## src/rtl/regfile_ctrl.sv

```systemverilog
// Sequencer that turns single register-level instructions into gen_regs select/enable/data patterns.
// Optional Z/C flag outputs are built when REGFILE_CTRL_FLAGS_EN is defined.
module regfile_ctrl #(
  parameter int WIDTH = 8,
  parameter int SIZE  = 8,
  parameter int IDXW  = $clog2(SIZE)
) (
  input  logic             clk,
  input  logic             reset,
  input  logic             instr_valid,
  output logic             instr_ready,
  input  logic [2:0]       opcode,
  input  logic [IDXW-1:0]  rx,
  input  logic [IDXW-1:0]  ry,
  input  logic [WIDTH-1:0] imm,
  input  logic [WIDTH-1:0] rd_a,
  input  logic [WIDTH-1:0] rd_b,
  output logic [WIDTH-1:0] wr_data,
  output logic [SIZE-1:0]  selectR,
  output logic [SIZE-1:0]  selectR2,
  output logic [SIZE-1:0]  selectW,
  output logic             enable,
  output logic             done
`ifdef REGFILE_CTRL_FLAGS_EN
  ,
  output logic             flag_z,
  output logic             flag_c
`endif
);

  typedef enum logic [1:0] {IDLE, READ, WRITE, DONE} state_e;

  localparam logic [2:0] OP_LDI = 3'd1;
  localparam logic [2:0] OP_MOV = 3'd2;
  localparam logic [2:0] OP_ADD = 3'd3;
  localparam logic [2:0] OP_SUB = 3'd4;
  localparam logic [2:0] OP_XOR = 3'd5;
  localparam logic [2:0] OP_INC = 3'd6;

  state_e           state_q, state_d;
  logic [2:0]       opcode_q, opcode_d;
  logic [IDXW-1:0]  rx_q, rx_d;
  logic [IDXW-1:0]  ry_q, ry_d;
  logic [WIDTH-1:0] wrData_q, wrData_d;
  logic [WIDTH-1:0] aluResult;
`ifdef REGFILE_CTRL_FLAGS_EN
  logic             flagZ_q, flagZ_d;
  logic             flagC_q, flagC_d;
`endif

  // Indices past SIZE-1 match no bit, so they select nothing.
  function automatic logic [SIZE-1:0] oneHot(input logic [IDXW-1:0] idx);
    logic [SIZE-1:0] sel;
    sel = '0;
    for (int i = 0; i < SIZE; i++) begin
      sel[i] = (idx == IDXW'(i));
    end
    return sel;
  endfunction

  always_comb begin
    aluResult = rd_a;
    case (opcode_q)
      OP_MOV:  aluResult = rd_b;
      OP_ADD:  aluResult = rd_a + rd_b;
      OP_SUB:  aluResult = rd_a - rd_b;
      OP_XOR:  aluResult = rd_a ^ rd_b;
      OP_INC:  aluResult = rd_a + {{(WIDTH-1){1'b0}}, 1'b1};
      default: aluResult = rd_a;
    endcase
  end

  always_comb begin
    state_d     = state_q;
    opcode_d    = opcode_q;
    rx_d        = rx_q;
    ry_d        = ry_q;
    wrData_d    = wrData_q;
    selectR     = '0;
    selectR2    = '0;
    selectW     = '0;
    enable      = 1'b0;
    done        = 1'b0;
    instr_ready = reset && (state_q == IDLE);
`ifdef REGFILE_CTRL_FLAGS_EN
    flagZ_d     = flagZ_q;
    flagC_d     = flagC_q;
`endif
    case (state_q)
      IDLE: begin
        if (instr_valid) begin
          opcode_d = opcode;
          rx_d     = rx;
          ry_d     = ry;
          case (opcode)
            OP_LDI: begin
              wrData_d = imm;
              state_d  = WRITE;
            end
            OP_MOV, OP_ADD, OP_SUB, OP_XOR, OP_INC: state_d = READ;
            default: state_d = DONE;
          endcase
        end
      end
      READ: begin
        selectR  = oneHot(rx_q);
        selectR2 = oneHot(ry_q);
        wrData_d = aluResult;
`ifdef REGFILE_CTRL_FLAGS_EN
        // Carry for ADD is detected as wraparound of the truncated sum.
        case (opcode_q)
          OP_ADD: begin
            flagZ_d = (aluResult == '0);
            flagC_d = (aluResult < rd_a);
          end
          OP_SUB: begin
            flagZ_d = (aluResult == '0);
            flagC_d = (rd_a < rd_b);
          end
          OP_XOR: begin
            flagZ_d = (aluResult == '0);
            flagC_d = 1'b0;
          end
          OP_INC: begin
            flagZ_d = (aluResult == '0);
            flagC_d = (rd_a == '1);
          end
          default: ;
        endcase
`endif
        state_d = WRITE;
      end
      WRITE: begin
        selectW = oneHot(rx_q);
        enable  = 1'b1;
        state_d = DONE;
      end
      DONE: begin
        done    = 1'b1;
        state_d = IDLE;
      end
      default: state_d = IDLE;
    endcase
  end

  always_ff @(posedge clk or negedge reset) begin
    if (!reset) begin
      state_q  <= IDLE;
      opcode_q <= '0;
      rx_q     <= '0;
      ry_q     <= '0;
      wrData_q <= '0;
`ifdef REGFILE_CTRL_FLAGS_EN
      flagZ_q  <= 1'b0;
      flagC_q  <= 1'b0;
`endif
    end else begin
      state_q  <= state_d;
      opcode_q <= opcode_d;
      rx_q     <= rx_d;
      ry_q     <= ry_d;
      wrData_q <= wrData_d;
`ifdef REGFILE_CTRL_FLAGS_EN
      flagZ_q  <= flagZ_d;
      flagC_q  <= flagC_d;
`endif
    end
  end

  assign wr_data = wrData_q;
`ifdef REGFILE_CTRL_FLAGS_EN
  assign flag_z = flagZ_q;
  assign flag_c = flagC_q;
`endif

endmodule

```

## config.mk

```make
export PLATFORM = sky130hd
export DESIGN_NAME = regfile_ctrl
export DESIGN_NICKNAME = d
export VERILOG_FILES = /design/src/rtl/regfile_ctrl.sv
export SDC_FILE = /design/constraint.sdc
export NUM_CORES = 1
export LEC_CHECK = 0
export CORE_MARGIN = 10
export CORE_UTILIZATION = 35
export CTS_BUF_LIST = sky130_fd_sc_hd__clkbuf_16
export DETAILED_ROUTE_END_ITERATION = 10
export GPL_TIMING_DRIVEN = 1
export PLACE_DENSITY = 0.72
export SYNTH_ARGS = -nofsm -noshare
export SYNTH_HDL_FRONTEND = slang
export SYNTH_SLANG_ARGS = --single-unit
export TNS_END_PERCENT = 30
```

## constraint.sdc

```tcl
create_clock -name clk -period 3.65 [get_ports clk]
set_input_delay 0.9125 -clock clk [delete_from_list [all_inputs] [get_ports clk]]
set_output_delay 0.9125 -clock clk [all_outputs]
set_load 0.02 [all_outputs]
```

# After elaboration in Yosys (flattened, before gate mapping)
# Index checks and enable logic that the tools add are counted.
# word_totals
ff_bits	19
input_bits	36
elab_cells	59
# classes
add_sub_neg	3
n_eq_ne	30
mux	12
bitwise	1
n_reduce_logical	8
# op_table
cell	n
3-bit equality test, second input constant	14
8-bit 2-to-1 mux	5
8-bit one-hot mux with 5 select lines	1
3-bit by 2-bit equality test with 1-bit output, second input constant	8
8-bit one-hot mux with 2 select lines	1
3-bit by 1-bit equality test with 1-bit output, second input constant	3
8-bit by 1-bit adder with 8-bit output, second input constant	1
8-bit adder	1
2-bit one-hot mux with 4 select lines	1
8-bit subtractor	1
8-bit XOR	1
3-bit zero test	2
5-bit OR reduction	1
2-bit equality test, second input constant	2
2-bit one-hot mux with 2 select lines	1
3-bit AND reduction	1
2-bit by 1-bit equality test with 1-bit output, second input constant	1
2-bit zero test	1
1-bit 2-to-1 mux	2
2-bit 2-to-1 mux	1
2-bit by 1-bit != test with 1-bit output, second input constant	1
2-bit != test, second input constant	1
2-bit AND reduction	1
2-bit nonzero test	1
1-bit logical AND	1

# Depth between registers and ports, before layout
# Gate-level depths: netlist of run 1.
# depth
word_depth	5
depth_mapped	14
ltp_nobuf	12

# Worst setup path after synthesis of run 1
# OpenSTA, ideal clock, no wires.
# synth_path
kind	input to register
start	input rd_b[0]
end	register wrData_q[6], in the netlist wr_data[6]
setup_ns	0.121
t_arrival_ns	3.027
t_required_ns	3.529
slack_ns	0.502
cell_stages	12
n_path_buf	0
path_cell_list	inv_1 -> ha_1 -> nand2_1 -> o21ai_0 -> inv_1 -> fa_1 -> nand2b_1 -> a21oi_1 -> o21ai_0 -> and4_1 -> or3_1 -> a22o_1
# synth_between
elab_chain_len	3
elab_cells_between_ends	4
cone_classes	add/sub (2); mux (2)
# synth_rtl
item	line	text
from (decl)	17	input logic [WIDTH-1:0] rd_b,
8-bit subtractor or 8-bit adder (tied branches)	66, 65	
8-bit one-hot mux with 5 select lines (*)	63	case (opcode_q)
8-bit one-hot mux with 2 select lines (*)	89	case (state_q)
to (signal assigned)	162	wrData_q <= wrData_d;
to (decl)	44	logic [WIDTH-1:0] wrData_q, wrData_d;
# Mark *: on every way between the ends. The rest lies on a longest branch, timed or not.
# A chain may end at the register's enable or synchronous reset.

# Final worst setup path of run 1
# layout_path
start	input rd_b[1]
end	register wrData_q[6], in the netlist wr_data[6]
# The elaborated chain is that of the path after synthesis.

==> results_dict.tcl, run 1 <==
set metrics [dict create \
    crit_path_end_kind "register" \
    fin_crit_ns 3.509 \
    drc 0 \
    gr-total-overflow 0 \
    cts.sinks 19 \
    maxCapViolations 0 \
    grt_start_max_net_pins 21 \
    num_vias 2328 \
    area_growth_pct 42.04 \
    ir_drop_uv 357.5 \
    regArea_sq_um 475.5 \
    yosysTopAreaCell "dfrtp_1" \
    grt_pass1_wl_mm 10.84 \
    critical-path-max-stage-delay_ns 0.47 \
    outcome "finished, final reports clean" \
    cp_max_fo 2 \
    ys_types 51 \
    num_antenna_cells 0 \
    die_w_um 98.85 \
    cts.path.max_buffers 2 \
    synth_common_cells "nand2_1 (33), nor2_1 (31), o21ai_0 (28)" \
    rsz0062_at_grt "no" \
    p_per_area_mw_per_mm2 720.6 \
    clk-insertion-delay-late_ns 0.25 \
    track_usage_pct 12.82 \
    rows 28 \
    synthesis.nets 326 \
    synth_seq_cells 19 \
    syn-cell-area_sq_mm 0.002176 \
    initial_core_util_pct 36.32 \
    netlist_instances 276 \
    synth.most_common_cell "nand2_1" \
    hpwlAfterDp_mm 5.421 \
    critPathRequiredTime_ns 3.78 \
    holdWs_ns 0.4815 \
    place_congestion 0.8789 \
    fp.dieArea_sq_mm 0.009770 \
    drt_iter0_drc 171 \
    finalSetupViolCount 0 \
    root_buffer "clkbuf_16" \
    hp-class "register to register" \
    post-route-period-util_pct 96.13 \
    routedWlPerCell_um 15.62 \
    grt_pass1_vias 2133 \
    netlist_top_cells_area "dfrtp_1 (22%), ha_1 (7.5%), o21ai_0 (6.4%)" \
    async_flop_share_pct 100.0 \
    maxSlewHeadroom_pct 69.75 \
    final_nets 406 \
    worstPathCellList "clkdlybuf4s50_1, inv_1, ha_1, nand2_1, o21ai_1, inv_1, fa_1, nand2b_1, a21oi_2, o21ai_1, and4_1, or3_1, a22o_1" \
    ant_nets 0 \
    yosysWarnings 0 \
    max_slew.worst_pin.slew_ns 0.4538 \
    tritoncts "yes" \
    coreArea_sq_mm 0.005991 \
    synth_edf_count 0 \
    finalHoldViolCount 0 \
    multiInputGateArea_sq_mm 0.001528 \
    finalPower_uw 2227 \
    ys_seq_area_share_pct 21.85 \
    clk_pin_slew_ns 0.05 \
    ioPinCount 71 \
    cts_inserted_buffers 3 \
    port_buffers 70 \
    die_h_um 98.85 \
    synth.avg_cell_area_sq_um 7.883 \
    antenna_found_initial 0 \
    ctsResizeCount 0 \
    crit_slowest_cell "clkdlybuf4s50_1" \
    cts_setup_buffers 0 \
    routed_via_density 5.414 \
    p_leak_uw 0.001250 \
    routed_wirelength_mm 6.717 \
    dr.pass1.iters 5 \
    criticalPathCategory "input pin to register" \
    cp.arrival_ns 3.64 \
    final_core_util_pct 51.59 \
    worst_clock_skew_ns 0.006402 \
    startpoint_type "input pin" \
    ys.flop_type "dfrtp_1" \
    fmax_mhz 285.0 \
    htree_levels 1 \
    fillers 550 \
    drive_gt1_share_pct 13.24 \
    cts_hold_buffers 0 \
    synth_top_area_share_pct 21.85 \
    drv_slew 0 \
]
-- cells in the final DEF, fill, tap and decap left out, types with 4 or more instances in the layout --
cell type        Yosys  routed
o21ai_0             28      25
nor3_1              10      10
o21ai_1              1       4
ha_1                13      13
nand2_1             33      33
a221oi_1             9       8
nor2_1              31      31
a21oi_1             10       9
nor2b_1              4       4
a211oi_1            10      10
mux2i_1              8       8
clkdlybuf4s50_1      0      70
nand2b_1            12      12
buf_4                2      22
inv_1               12      13
mux2_2               9       9
dfrtp_1             19      19
-- area by class of cell --
class	instances	area share, %
Clock buffer	3	2.429
Multi-Input combinational cell	227	49.43
Sequential cell	19	15.38
Inverter	13	1.579
Clock inverter	1	0.1215
Tap cell	75	3.036
Timing Repair Buffer	92	28.02
-- kinds of logic (layout without fill, tap and decap cells) --
logic type	count (synthesis)	count (layout)	synth area share (%)
XOR/XNOR	3	3	1.208
adder cells (fa/ha/maj)	14	14	8.396
flip-flops	19	19	21.85
buffers and inverters	30	109	8.395
AND/OR/NAND/NOR	110	110	26.16
AO/OA/AOI/OAI	83	83	25.65
multiplexers	17	17	8.338
-- power by group --
group / total [uW] / switching (uW) / internal, uW
logic: 1600 / 899 / 696
clock network: 219 / 73.2 / 145
registers: 413 / 93.9 / 319
-- critical path, delay by kind of cell --
family	cells	cell delay (ns)
buffers and inverters	3	0.61
AOI/OAI and AO/OA	4	0.63
and+or+nand+nor	4	0.80
adders and majority gates	2	0.69
-- metrics by stage --
step | instances | TNS [ns] | instance area (sq um) | worst slack (ns)
after CTS | 430 | 0 | 3080 | 0.03691
final | 430 | 0 | 3090 | 0.1412
after floorplan | 276 | 0 | 2176 | 0.5024
after detailed placement | 426 | -0.4261 | 3002 | -0.2022
after global routing | 430 | 0 | 3090 | 0.002377
after global placement | 426 | -0.1661 | 3002 | -0.1419
-- state kept, by name, indices dropped and copies added (netlist names) --
signal	flops
state_q	2
rx_q	3
opcode_q	3
ry_q	3
wr_data	8
-- routing by layer --
metal  track usage (%)  up-vias  wire [um]  share of wire, %
li1                  -     1163          -                 -
met3             1.676        2        378               5.6
met2             20.54       91       3212                48
met4             2.205        0         15              0.22
met1             17.95     1072       3111                46
met5                 0        -          0                 0
-- path summary, 6_finish.rpt --
path,from,slack [ns],cells past startpoint,to
worst max-delay path,rd_b[1],0.14,13,wr_data[6]$_DFFE_PN0P_
worst min-delay path,wr_data[1]$_DFFE_PN0P_,0.48,2,wr_data[1]$_DFFE_PN0P_
worst max register to register,opcode_q[0]$_DFFE_PN0P_,0.72,11,wr_data[6]$_DFFE_PN0P_
worst min register to register,wr_data[1]$_DFFE_PN0P_,0.48,2,wr_data[1]$_DFFE_PN0P_
max in group asynchronous,reset,2.40,2,wr_data[0]$_DFFE_PN0P_
min in group asynchronous,reset,1.03,2,rx_q[1]$_DFFE_PN0P_
Power figures use the tool's default switching activity.
==> run 2, diff against run 1 <==
--- a/config.mk
+++ b/config.mk
@@ -5,12 +5,13 @@
 export SDC_FILE = /design/constraint.sdc
 export NUM_CORES = 1
 export LEC_CHECK = 0
-export CORE_MARGIN = 10
+export ABC_AREA = 1
+export CORE_MARGIN = 1.5
 export CORE_UTILIZATION = 35
 export CTS_BUF_LIST = sky130_fd_sc_hd__clkbuf_16
 export DETAILED_ROUTE_END_ITERATION = 10
 export GPL_TIMING_DRIVEN = 1
-export PLACE_DENSITY = 0.72
+export PLACE_DENSITY = 0.74
 export SYNTH_ARGS = -nofsm -noshare
 export SYNTH_HDL_FRONTEND = slang
 export SYNTH_SLANG_ARGS = --single-unit
==> run 2 against run 1 <==
Net effect:
- clock power about the same
- sequential cell count unchanged
- register-to-register slack better by 0.37 ns
- via count down 2.3%
- combinational power down 4%
- die area down 39%
- synthesized cell count up 9.1%
- highest routed layer unchanged
- cell area down 9.9%
- sequential share of layout area up 1.7 points
- critical path depth up 5
- routed wire length down 15%
==> results_dict.tcl, run 2 <==
set metrics [dict create \
    outcome "finished, final reports clean" \
    ys_seq_area_share_pct 24.69 \
    synthesis.nets 351 \
    worst_clock_skew_ns 0.004295 \
    netlist_top_cells_area "dfrtp_1 (25%), nand2_1 (13%), ha_1 (8.4%)" \
    max_slew.worst_pin.slew_ns 0.3857 \
    startpoint_type "input pin" \
    drive_gt1_share_pct 6.434 \
    fin_tns_setup_ns 0 \
    routedWlPerCell_um 12.94 \
    track_usage_pct 19.46 \
    synth.avg_cell_area_sq_um 6.397 \
    cts.sinks 19 \
    die_h_um 77.18 \
    grt_start_max_net_pins 20 \
    crit_slowest_cell "clkdlybuf4s50_1" \
    cts_hold_buffers 0 \
    place_congestion 0.9281 \
    routed_via_density 5.135 \
    drv_slew 0 \
    final_cell_mix "clkdlybuf4s50_1 (70), nand2_1 (67), nor2_1 (39), inv_1 (36), nand3_1 (32)" \
    largest_reg_flops 8 \
    dr.pass1.iters 5 \
    fillers 525 \
    ctsResizeCount 0 \
    worstPathCellList "clkdlybuf4s50_1, inv_1, ha_1, inv_1, nor3_1, nor2_1, a21oi_1, a21oi_1, ha_1, nand2_1, inv_1, nand4_1, nand3_1, or2_2, nand3_1, nand2_1, o211ai_1, a21oi_2" \
    routed_wirelength_mm 5.733 \
    root_buffer "clkbuf_16" \
    maxSlewHeadroom_pct 74.26 \
    netlist_instances 301 \
    final_nets 424 \
    ioPinCount 71 \
    ys_types 36 \
    area_growth_pct 44.57 \
    use_met3_pct 3.571 \
    p_per_area_mw_per_mm2 776.4 \
    fin_crit_ns 3.254 \
    synth.most_common_cell "nand2_1" \
    htree_levels 1 \
    holdWs_ns 0.4907 \
    rows 26 \
    grt_pass1_wl_mm 9.535 \
    yosysTopAreaCell "dfrtp_1" \
    synth_top_area_share_pct 24.69 \
    synth_common_cells "nand2_1 (67), nor2_1 (39), inv_1 (35)" \
    final_common_cell "clkdlybuf4s50_1" \
    ir_drop_uv 415.5 \
    cp_max_fo 4 \
    use_met1_pct 25.20 \
    post-route-period-util_pct 89.15 \
    async_flop_share_pct 100.0 \
    die_w_um 77.18 \
    syn-cell-area_sq_mm 0.001926 \
    fmax_mhz 307.3 \
    ys.flop_type "dfrtp_1" \
    synth_edf_count 0 \
    coreArea_sq_mm 0.005205 \
    ant_nets 0 \
    finalSetupViolCount 0 \
    cts_inserted_buffers 3 \
    critPathRequiredTime_ns 3.78 \
    grt_pass1_vias 2107 \
    num_antenna_cells 0 \
    startpoint "rd_b[0]" \
    drt_iter0_drc 125 \
    gr-max-usage-layer "met2" \
    use_met2_pct 34.91 \
    cts_setup_buffers 0 \
    cts.path.max_buffers 2 \
    clk-insertion-delay-late_ns 0.25 \
    crit_top_cell "inv_1" \
    hp-class "register to register" \
    criticalPathCategory "input pin to register" \
    min_from "wr_data[1]$_DFFE_PN0P_" \
    drc 0 \
    r2r-start "opcode_q[1]$_DFFE_PN0P_" \
    critical-path-max-stage-delay_ns 0.45 \
    tritoncts "yes" \
    finalHoldViolCount 0 \
    gr-total-overflow 0 \
    maxCapViolations 0 \
    cp.arrival_ns 3.38 \
    p_leak_uw 0.001236 \
    fp.dieArea_sq_mm 0.005956 \
    yosysWarnings 0 \
    rsz0062_at_grt "no" \
    hpwlAfterDp_mm 4.568 \
    clk_pin_slew_ns 0.06 \
    port_buffers 70 \
    num_vias 2275 \
    antenna_found_initial 0 \
    crit_path_end_kind "register" \
    initial_core_util_pct 37.00 \
    synth_seq_cells 19 \
    finalPower_uw 2161 \
]
-- run 2: changes by cell type after synthesis, sizes merged, moves of 11 or more --
cell,delta
nand2,+36
nand3,+32
inv,+25
nand2b,-13
a21oi,+11
-- run 2: critical path: cells and delay by family --
kind	cells	cell delay (ns)
adder cells (fa/ha/maj)	2	0.48
AO/OA/AOI/OAI	4	0.35
AND/OR/NAND/NOR	8	0.97
buffers and inverters	4	0.67
-- run 2: kinds of logic (layout without fill, tap and decap cells) --
group                    after synthesis  count (layout)  synth area share (%)
AND/OR/NAND/NOR                      160             160                 36.91
AO/OA/AOI/OAI                         63              63                 19.49
buffers and inverters                 45             117                 9.422
flip-flops                            19              19                 24.69
adder cells (fa/ha/maj)               14              14                 9.487
-- run 2: final timing paths --
kind	end	slack, ns	cells after the start
max in group asynchronous	wr_data[5]$_DFFE_PN0P_	2.38	2
worst max register to register	wr_data[6]$_DFFE_PN0P_	1.09	16
min in group asynchronous	wr_data[2]$_DFFE_PN0P_	1.06	2
worst min register to register	wr_data[1]$_DFFE_PN0P_	0.49	2
worst min-delay path	wr_data[1]$_DFFE_PN0P_	0.49	2
worst max-delay path	wr_data[6]$_DFFE_PN0P_	0.40	18
-- run 2: metal layers --
metal	part of all wire (%)	vias up
li1	-	1144
met1	44	1059
met2	50	66
met3	5.9	6
met4	0.47	0
met5	0	-
-- run 2: metrics by stage --
step | worst slack (ns) | instance area [sq um] | utilization (%) | instances
4_1_cts | 0.4070 | 2784 | 53.49 | 443
2_1_floorplan | 0.8960 | 1926 | - | 301
3_3_place_gp | 0.2738 | 2705 | 51.97 | 439
5_1_grt | 0.09673 | 2784 | 53.49 | 443
6_report | 0.3960 | 2784 | 53.49 | 443
3_5_place_dp | 0.1572 | 2705 | 51.97 | 439
-- run 2: area by class of cell --
type,count,area [sq um],share of cell area [%]
Multi-Input combinational cell,237,1269,45.57
Timing Repair Buffer,73,723.2,25.98
Sequential cell,19,475.5,17.08
Inverter,40,150.1,5.393
Tap cell,70,87.58,3.146
Clock buffer,3,75.07,2.697
Clock inverter,1,3.754,0.1348
-- run 2: where the power goes --
group | internal [uW] | switching, uW
clock | 146 | 76.5
sequential | 318 | 95.6
combinational | 587 | 938
